[src/rtl/collision_score.sv]
// Duck/obstacle overlap detector with per-frame hit verdict, BCD running score and high score.
// The game FSM drives `state`; this block tracks its own play/hit phases from it.
module collision_score #(
    parameter int HC_MIN     = 170,
    parameter int HC_MAX     = 750,
    parameter int VC_END     = 516,
    parameter int HIT_THRESH = 16,
    parameter int SCORE_DIV  = 2500000
) (
    input  logic        CLK,
    input  logic        RESET,
    input  logic [3:0]  state,
    input  logic [9:0]  hc,
    input  logic [9:0]  vc,
    input  logic [3:0]  duck_pix,
    input  logic [3:0]  obstacle_pix,
    output logic        collision,
    output logic        hit_latched,
    output logic [15:0] score,
    output logic [15:0] high_score
);

    // state   | meaning
    // S_WAIT  | idle between games, waiting for a running game state
    // S_PLAY  | game running, score accumulating, verdicts armed
    // S_HIT   | hit taken, score frozen until IDLE/CHARSEL
    typedef enum logic [1:0] {
        S_WAIT = 2'd0,
        S_PLAY = 2'd1,
        S_HIT  = 2'd2
    } fsm_t;

    localparam int              PW       = (SCORE_DIV > 1) ? $clog2(SCORE_DIV) : 1;
    localparam logic [PW-1:0]   PRE_LAST = PW'(SCORE_DIV - 1);
    localparam logic [9:0]      HC_LO    = 10'(HC_MIN);
    localparam logic [9:0]      HC_HI    = 10'(HC_MAX);
    localparam logic [9:0]      VC_V     = 10'(VC_END);
    localparam logic [7:0]      HIT_TH   = 8'(HIT_THRESH);

    fsm_t          fsm_q, fsm_d;
    logic [7:0]    cnt_q, cnt_d;
    logic [PW-1:0] pre_q, pre_d;
    logic [15:0]   score_q, score_d;
    logic [15:0]   high_q, high_d;
    logic          collision_q, collision_d;
    logic          hit_latched_q, hit_latched_d;
    logic          fs_prev_q;
    logic [9:0]    vc_q;

    logic running;
    logic reset_req;
    logic overlap;
    logic at_origin;
    logic frame_start;
    logic verdict;
    logic hit;

    // Saturating 4-digit packed-BCD increment.
    function automatic logic [15:0] bcd_inc(input logic [15:0] x);
        logic [15:0] r;
        logic        carry;
        r     = x;
        carry = 1'b1;
        if (x == 16'h9999) begin
            return x;
        end
        for (int i = 0; i < 4; i++) begin
            if (carry) begin
                if (r[i*4 +: 4] == 4'd9) begin
                    r[i*4 +: 4] = 4'd0;
                end else begin
                    r[i*4 +: 4] = r[i*4 +: 4] + 4'd1;
                    carry       = 1'b0;
                end
            end
        end
        return r;
    endfunction

    assign running     = (state >= 4'd5) && (state <= 4'd10);
    assign reset_req   = (state >= 4'd11) && (state <= 4'd13);
    assign overlap     = (duck_pix != 4'd0) && (obstacle_pix != 4'd0) &&
                         (hc >= HC_LO) && (hc <= HC_HI);
    assign at_origin   = (hc == 10'd0) && (vc == 10'd0);
    assign frame_start = at_origin && !fs_prev_q;
    assign verdict     = (vc == VC_V) && (vc_q != VC_V);
    assign hit         = (fsm_q == S_PLAY) && verdict && (cnt_q >= HIT_TH);

    always_comb begin
        fsm_d         = fsm_q;
        pre_d         = pre_q;
        score_d       = score_q;
        high_d        = high_q;
        collision_d   = 1'b0;
        hit_latched_d = hit_latched_q;
        cnt_d         = cnt_q;

        // Counter runs in every phase; the verdict only matters in S_PLAY.
        if (frame_start) begin
            cnt_d = 8'd0;
        end else if (overlap && (cnt_q != 8'hFF)) begin
            cnt_d = cnt_q + 8'd1;
        end

        case (fsm_q)
            S_WAIT: begin
                if (running) begin
                    fsm_d   = S_PLAY;
                    score_d = 16'h0000;
                    pre_d   = '0;
                end
            end
            S_PLAY: begin
                if (hit) begin
                    fsm_d         = S_HIT;
                    collision_d   = 1'b1;
                    hit_latched_d = 1'b1;
                    if (score_q > high_q) high_d = score_q;
                end else if (!running) begin
                    fsm_d = S_WAIT;
                    if (score_q > high_q) high_d = score_q;
                end else if (pre_q == PRE_LAST) begin
                    pre_d   = '0;
                    score_d = bcd_inc(score_q);
                end else begin
                    pre_d = pre_q + 1'b1;
                end
            end
            S_HIT: begin
                if (reset_req) begin
                    fsm_d         = S_WAIT;
                    hit_latched_d = 1'b0;
                end
            end
            default: fsm_d = S_WAIT;
        endcase
    end

    always_ff @(posedge CLK or posedge RESET) begin
        if (RESET) begin
            fsm_q         <= S_WAIT;
            cnt_q         <= 8'd0;
            pre_q         <= '0;
            score_q       <= 16'h0000;
            high_q        <= 16'h0000;
            collision_q   <= 1'b0;
            hit_latched_q <= 1'b0;
            fs_prev_q     <= 1'b0;
            vc_q          <= 10'd0;
        end else begin
            fsm_q         <= fsm_d;
            cnt_q         <= cnt_d;
            pre_q         <= pre_d;
            score_q       <= score_d;
            high_q        <= high_d;
            collision_q   <= collision_d;
            hit_latched_q <= hit_latched_d;
            fs_prev_q     <= at_origin;
            vc_q          <= vc;
        end
    end

    assign collision   = collision_q;
    assign hit_latched = hit_latched_q;
    assign score       = score_q;
    assign high_score  = high_q;

endmodule

[config.mk]
export PLATFORM = sky130hd
export DESIGN_NAME = collision_score
export DESIGN_NICKNAME = d
export VERILOG_FILES = /design/src/rtl/collision_score.sv
export SDC_FILE = /design/constraint.sdc
export NUM_CORES = 1
export LEC_CHECK = 0
export CORE_ASPECT_RATIO = 1.4
export CORE_MARGIN = 2
export CORE_UTILIZATION = 32
export DETAILED_ROUTE_END_ITERATION = 6
export SLEW_MARGIN = 25
export SYNTH_ARGS = -nofsm -noshare
export SYNTH_HDL_FRONTEND = slang
export SYNTH_SLANG_ARGS = --single-unit
[constraint.sdc]
create_clock -name CLK -period 3.1 [get_ports CLK]
set_input_delay 0.775 -clock CLK [delete_from_list [all_inputs] [get_ports CLK]]
set_output_delay 0.775 -clock CLK [all_outputs]
set_load 0.02 [all_outputs]
==> metrics.md <==
| Metric | Value |
|---|---|
| Run status | `finished, final reports clean` |
| Worst Hold Path Cells | `1` |
| GR Overflow Total | `0` |
| Worst Reg2Reg Path Length in Cells | `8` |
| Placed Cells | `650` |
| Total wire length | `10200 µm` |
| Worst Path Class, Setup | `reg -> reg` |
| Worst rel slew slack | `0.694` |
| Gr usage total | `0.151` |
| MaxCap Viol Count | `0` |
| Sequential element share of the synthesized area | `0.458` |
| 1st-pass router iterations | `4` |
| Largest net degree at the start of global routing | `78` |
| Total stage count of the critical path | `8` |
| Worst Setup End Kind | `flip-flop` |
| Hold wc startpoint | `pre_q[17]$_DFFE_PP0P_` |
| Largest stage delay, worst path | `0.48 ns` |
| Via density per instance | `5.32` |
| Clock Tree Buf Depth | `2` |
| CP max FO | `16` |
| FILL cells | `1256` |
| Top_reg_cell synth | `dfrtp_1` |
| Initial antenna violation count | `0` |
| Initial DRC count | `148` |
| Root buf cell | `clkbuf_16` |
| Final Hold Fails | `0` |
| Die ar. | `14100 µm²` |
| Buffers on Ports | `67` |
| Number of remaining DRC errors | `0` |
| Sequential Area | `1930 µm²` |
| DRT antenna net count | `0` |
| Global-route wire length before repair | `16900 µm` |
| Post-CTS Setup Inserts | `0` |
| Tcrit/Tclk final | `0.826` |
| I/O pin count | `68` |
| #FFs+latches synth | `77` |
| WHS Endpoint | `pre_q[17]$_DFFE_PP0P_` |
| CP required | `3.32 ns` |
| R2R Setup Slk | `0.54 ns` |
| Vias | `3541` |
| Yosys cell types | `58` |
| Vias in the first global route | `3512` |
| Multi-input gate area | `2120 µm²` |
| Setup slack at placement | `0.229 ns` |
| Setup crit start kind | `flip-flop` |
| Worst hold-check path type | `reg -> reg` |
| Worst EP arrival | `2.78 ns` |
| Pins Over Slew Limit | `0` |
| Worst-path clk slew | `0.06 ns` |
| Ys async rst share | `1.00` |
| CTS tree | `built` |
| Hold buffers post-CTS | `0` |
| Setup Skew | `0.00622 ns` |
| Delay-heaviest family, CP | `compound AO/OA/AOI/OAI gates` |
| Mapped Area | `4210 µm²` |
| Clock Latency Late Sink | `0.34 ns` |
| Syn nets | `489` |
| Max VDD drop | `0.000234 V` |
| R2r endpoint | `high_score[10]$_DFFE_PP0P_` |
| Syn Inst Count | `428` |
| Layout cells sized above 1 | `0.0799` |
| Setup_tns | `0 ns` |
| H-tree depth | `3` |
| Routability congestion estimate | `0.829` |
| Final setup violation count | `0` |
| Area Overhead vs Synth | `29.4%` |
| Drt wl/cell | `15.3 µm` |
| Buf/Inv on CP | `2` |
| Placed wire-length estimate | `7530 µm` |
| Post-CTS resize count | `0` |
| Die Y | `140 µm` |
| Leak pwr | `2.37 nW` |
| Die width | `101 µm` |
| Crit path time final | `2.56 ns` |
| RSZ-0062 raised after global routing | `no` |
| Number of antenna diodes | `0` |
| Max frequency | `0.391 GHz` |
| Final non-filler cell total | `666` |
| Initial core utilization | `0.327` |
| Synthesized area per cell | `9.83 µm²` |
| CTS Buf Count | `9` |
| Overall Power | `2.67 mW` |
| Core area | `12900 µm²` |
| Critical R2R Launch | `score[14]$_DFFE_PP0P_` |
| Floorplan row count | `49` |
| TritonCTS Sinks | `77` |
| Final core occ | `0.423` |
| Most common cell after layout, fill and taps aside | `dfrtp_1` |
| Post-synth EDFFs | `0` |
| Final nets | `569` |
| Commonest non-fill, non-tap cells in the layout | `dfrtp_1 (77), clkdlybuf4s50_1 (67), nand2_1 (31)` |
| Setup ws final | `0.540 ns` |
| Critical path's slowest cell | `dfrtp_1` |
| Pin slew with the least headroom to its limit | `0.459 ns` |
| Cell chain of the critical path | `ha_1 > nand4_1 > inv_1 > a221o_1 > a211o_1 > nand3_2 > buf_4 > mux2_1` |
| Pwr dens | `490 nW/µm²` |
| Yosys warnings | `0` |
## worst register-to-register path: cells and delay by family, from the launching register on
kind	cells	cell delay [ns]
muxes	1	0.37
adders and majority gates	1	0.37
DFF	1	0.48
buffers and inverters	2	0.33
and+or+nand+nor	2	0.28
AOI/OAI and AO/OA	2	0.62
## how the worst max path moves through the flow
stage,from,end
after global routing,state[3],score[3]$_DFFE_PP0P_
after global placement,vc[3],high_score[14]$_DFFE_PP0P_
final,score[14]$_DFFE_PP0P_,high_score[10]$_DFFE_PP0P_
after floorplan,RESET,cnt_q[0]$_DFFE_PP0P_
after CTS,score[14]$_DFFE_PP0P_,high_score[10]$_DFFE_PP0P_
after detailed placement,vc[3],high_score[10]$_DFFE_PP0P_
## synthesized netlist by cell type, types with 2 or more instances
| master | n | area [µm²] |
|---|---|---|
| dfrtp_1 | 77 | 1930 |
| nand2_1 | 31 | 116 |
| inv_1 | 30 | 113 |
| ha_1 | 27 | 338 |
| o21ai_1 | 24 | 120 |
| nor2_1 | 22 | 82.6 |
| nand3_1 | 19 | 95.1 |
| o21ai_0 | 19 | 95.1 |
| nand4_1 | 17 | 106 |
| o31ai_1 | 17 | 128 |
| a21oi_1 | 14 | 70.1 |
| mux2_1 | 11 | 124 |
| nor4_1 | 10 | 62.6 |
| clkbuf_1 | 9 | 33.8 |
| nand2b_1 | 8 | 50.1 |
| mux2i_1 | 7 | 70.1 |
| and3_1 | 6 | 37.5 |
| nor3_1 | 6 | 30.0 |
| xor2_1 | 6 | 52.6 |
| nor2b_1 | 5 | 31.3 |
| o211ai_1 | 5 | 37.5 |
| o41ai_1 | 5 | 43.8 |
| and2_1 | 4 | 25.0 |
| nand3b_1 | 4 | 30.0 |
| nor4b_1 | 3 | 26.3 |
| or3_1 | 3 | 18.8 |
| or4_1 | 3 | 22.5 |
| a31oi_1 | 2 | 12.5 |
| and4_1 | 2 | 17.5 |
| buf_2 | 2 | 10.0 |
| nand3_2 | 2 | 20.0 |
| o21a_1 | 2 | 15.0 |
## where the power goes
part           leakage, nW  switching, mW  internal [mW]
clock network        0.145          0.428          0.650
logic                 1.21          0.222          0.192
registers             1.02          0.101           1.07
## flip-flops by register name, indices dropped and copies added, names as in the netlist
name	flops
pre_q	22
high_score	16
score	16
vc_q	10
cnt_q	8
fsm_q	2
collision	1
fs_prev_q	1
hit_latched	1
## area by class of cell
cell class                 instances  share of cell area
multi-input combinational        309               0.389
inverter                          31              0.0214
clock inverter                     6              0.0131
sequential                        77               0.354
tap                              153              0.0352
timing repair buffer              80               0.143
clock buffer                      10              0.0439
## stage by stage
| stage | area, µm² | hold WS (ns) |
|---|---|---|
| global placement | 5130 | 0.472 |
| CTS | 5450 | 0.490 |
| global route | 5450 | 0.528 |
| floorplan | 4210 | 0.440 |
| detailed placement | 5130 | 0.478 |
| finish | 5450 | 0.486 |
## logic make-up after synthesis
logic type      Yosys count  synth area share
fa+ha+maj                27            0.0803
mux                      19            0.0488
compound gates          102             0.159
flops                    77             0.458
buf+inv                  42            0.0381
simple gates            154             0.202
xor+xnor                  7            0.0146
## layer usage
layer	global-route usage	wire, µm
met2	0.281	5600
met4	0.0633	187
met5	0	0
met3	0.0261	279
met1	0.165	4120
(Power assumes the default switching activity.)
==> patch: new RTL, config.mk and constraints unchanged <==
The 3 states of `fsm_t` get a one-hot encoding in 3 bits.
--- a/src/rtl/collision_score.sv
+++ b/src/rtl/collision_score.sv
@@ -24,10 +24,10 @@
     // S_WAIT  | idle between games, waiting for a running game state
     // S_PLAY  | game running, score accumulating, verdicts armed
     // S_HIT   | hit taken, score frozen until IDLE/CHARSEL
-    typedef enum logic [1:0] {
-        S_WAIT = 2'd0,
-        S_PLAY = 2'd1,
-        S_HIT  = 2'd2
+    typedef enum logic [2:0] {
+        S_WAIT = 3'b001,
+        S_PLAY = 3'b010,
+        S_HIT  = 3'b100
     } fsm_t;
 
     localparam int              PW       = (SCORE_DIV > 1) ? $clog2(SCORE_DIV) : 1;
Function: no difference found for any inputs over 10 cycles, from zero or initial values and one cycle with RESET high; not proved beyond that.
==> patch against the original RTL <==
Area after synthesis increased by 4.4%; setup slack got worse by 89 ps; sequential share of layout area decreased by 0.58 points; register-to-register slack got worse by 80 ps; critical path depth decreased by 1; sequential cell count increased by 1; die area increased by 4.3%; routed wire length increased by 5.7%; design area increased by 3.1%; maximum frequency decreased by 3.3%; power increased by 6.8%; critical endpoint is now high_score[15]; highest routed layer unchanged.
==> patch: results (changes against the original RTL) <==
final_layout:
  ff_latch_area_um2: 1950  # +1.4%
  layout-drive-gt1-share_pct: 10.4  # +2.4 points
  finalNetCount: 585  # +2.8%
  num-fill-cells: 1356  # +8.0%
  fin_cells: 709  # +6.5%
grt:
  grt_pass1_wl_um: 17700  # +4.5%
  grt_use_total_pct: 15.4  # +0.24 points
  grt_start_max_net_pins: 33  # -58%
pwr:
  ir_drop_mv: 0.227  # -3.0%
  p_leak_nw: 2.37  # -0.18%
critical_path:
  worstPathArrival_ps: 2870  # +90 ps
route:
  drt-wirelength-per-cell_um: 15.2  # -0.73%
  num_vias: 3697  # +4.4%
placement:
  dp_cells: 695  # +6.9%
  postPlaceCellArea_um2: 5350  # +4.1%
  dp_hpwl_um: 8220  # +9.1%
  post-place-ws_ps: 106  # -123 ps
synthesis:
  syn_nets: 508  # +3.9%
  synth_cell_types: 61  # +5.2%
  yosys-top-cells-count: "77 x dfrtp_1, 35 x inv_1, 34 x o21ai_0"
  synth_area_leaders: "dfrtp_1 44%, ha_1 7.7%, o21ai_0 3.9%"
  syn_inst: 447  # +4.4%
  ys_seq_area_share_pct: 44.5  # -1.3 points
cts:
  post-cts-setup-buffer-count: 0  # unchanged
sta:
  skew_ps: 7.99  # +1.77 ps
  tightestPinTransition_ps: 696  # +238 ps
status:
  status: "finished clean"
[patch: changes by cell type after synthesis, moves of 5 or more]
| cell | before | now |
|---|---|---|
| o21ai_1 | 24 | 2 |
| mux2_1 | 11 | 0 |
| inv_1 | 30 | 35 |
| nand4_1 | 17 | 12 |
| nand3_1 | 19 | 28 |
| mux2_2 | 1 | 13 |
| o21ai_0 | 19 | 34 |
[patch: kinds of logic (layout without fill, tap and decap cells)]
family	after synthesis	in the layout	synth area share [%]
AND/OR/NAND/NOR	162	162	21.1
buffers and inverters	50	130	4.64
flip-flops	78	78	44.5
multiplexers	20	20	5.16
AO/OA/AOI/OAI	100	100	14.9
XOR/XNOR	10	10	1.99
adder cells (fa/ha/maj)	27	27	7.69
[patch: path summary, 6_finish.rpt]
path | to | from | slack (ps) | cells past startpoint
max | high_score[15] | vc[4] | 450 | 7
min in group asynchronous | collision | RESET | 870 | 2
min | pre_q[1] | pre_q[1] | 520 | 2
max in group asynchronous | fsm_q[0] | RESET | 1550 | 3
max reg2reg | high_score[15] | score[14] | 460 | 8
min reg2reg | pre_q[1] | pre_q[1] | 520 | 2
[patch: cell type report]
type / count / area share (%)
flip-flops and latches: 78 / 34.8
repair buffers: 81 / 14.3
well taps: 182 / 4.06
inverters: 35 / 2.34
clock buffers: 10 / 4.26
clock inverters: 4 / 0.446
multi-input cells: 319 / 39.8
[patch: layer usage]
layer | global-route usage (%) | vias to the layer above | wire (um)
met3 | 3.43 | 17 | 398
met4 | 5.61 | 0 | 189
met5 | 0 | - | 0
li1 | - | 1788 | -
met2 | 26.8 | 87 | 5730
met1 | 18.2 | 1805 | 4450
[patch: stage by stage]
step	power (W)	hold WS, ps
2_1_floorplan	0.00165	458
3_3_place_gp	0.00190	483
3_5_place_dp	0.00193	494
4_1_cts	0.00289	508
5_1_grt	0.00303	531
6_report	0.00285	515
[patch: critical path: stages]
cell and delay [ps]:
clkdlybuf4s50_1 420, nor4_1 380, and4bb_1 310, and2_1 210
o2111a_1 260, buf_12 170, mux2_2 350
[patch: report_power, final]
part	total (W)	internal [W]	switching, W
Combinational	0.000658	0.000290	0.000368
Clock	0.000947	0.000551	0.000395
Sequential	0.00125	0.00111	0.000132
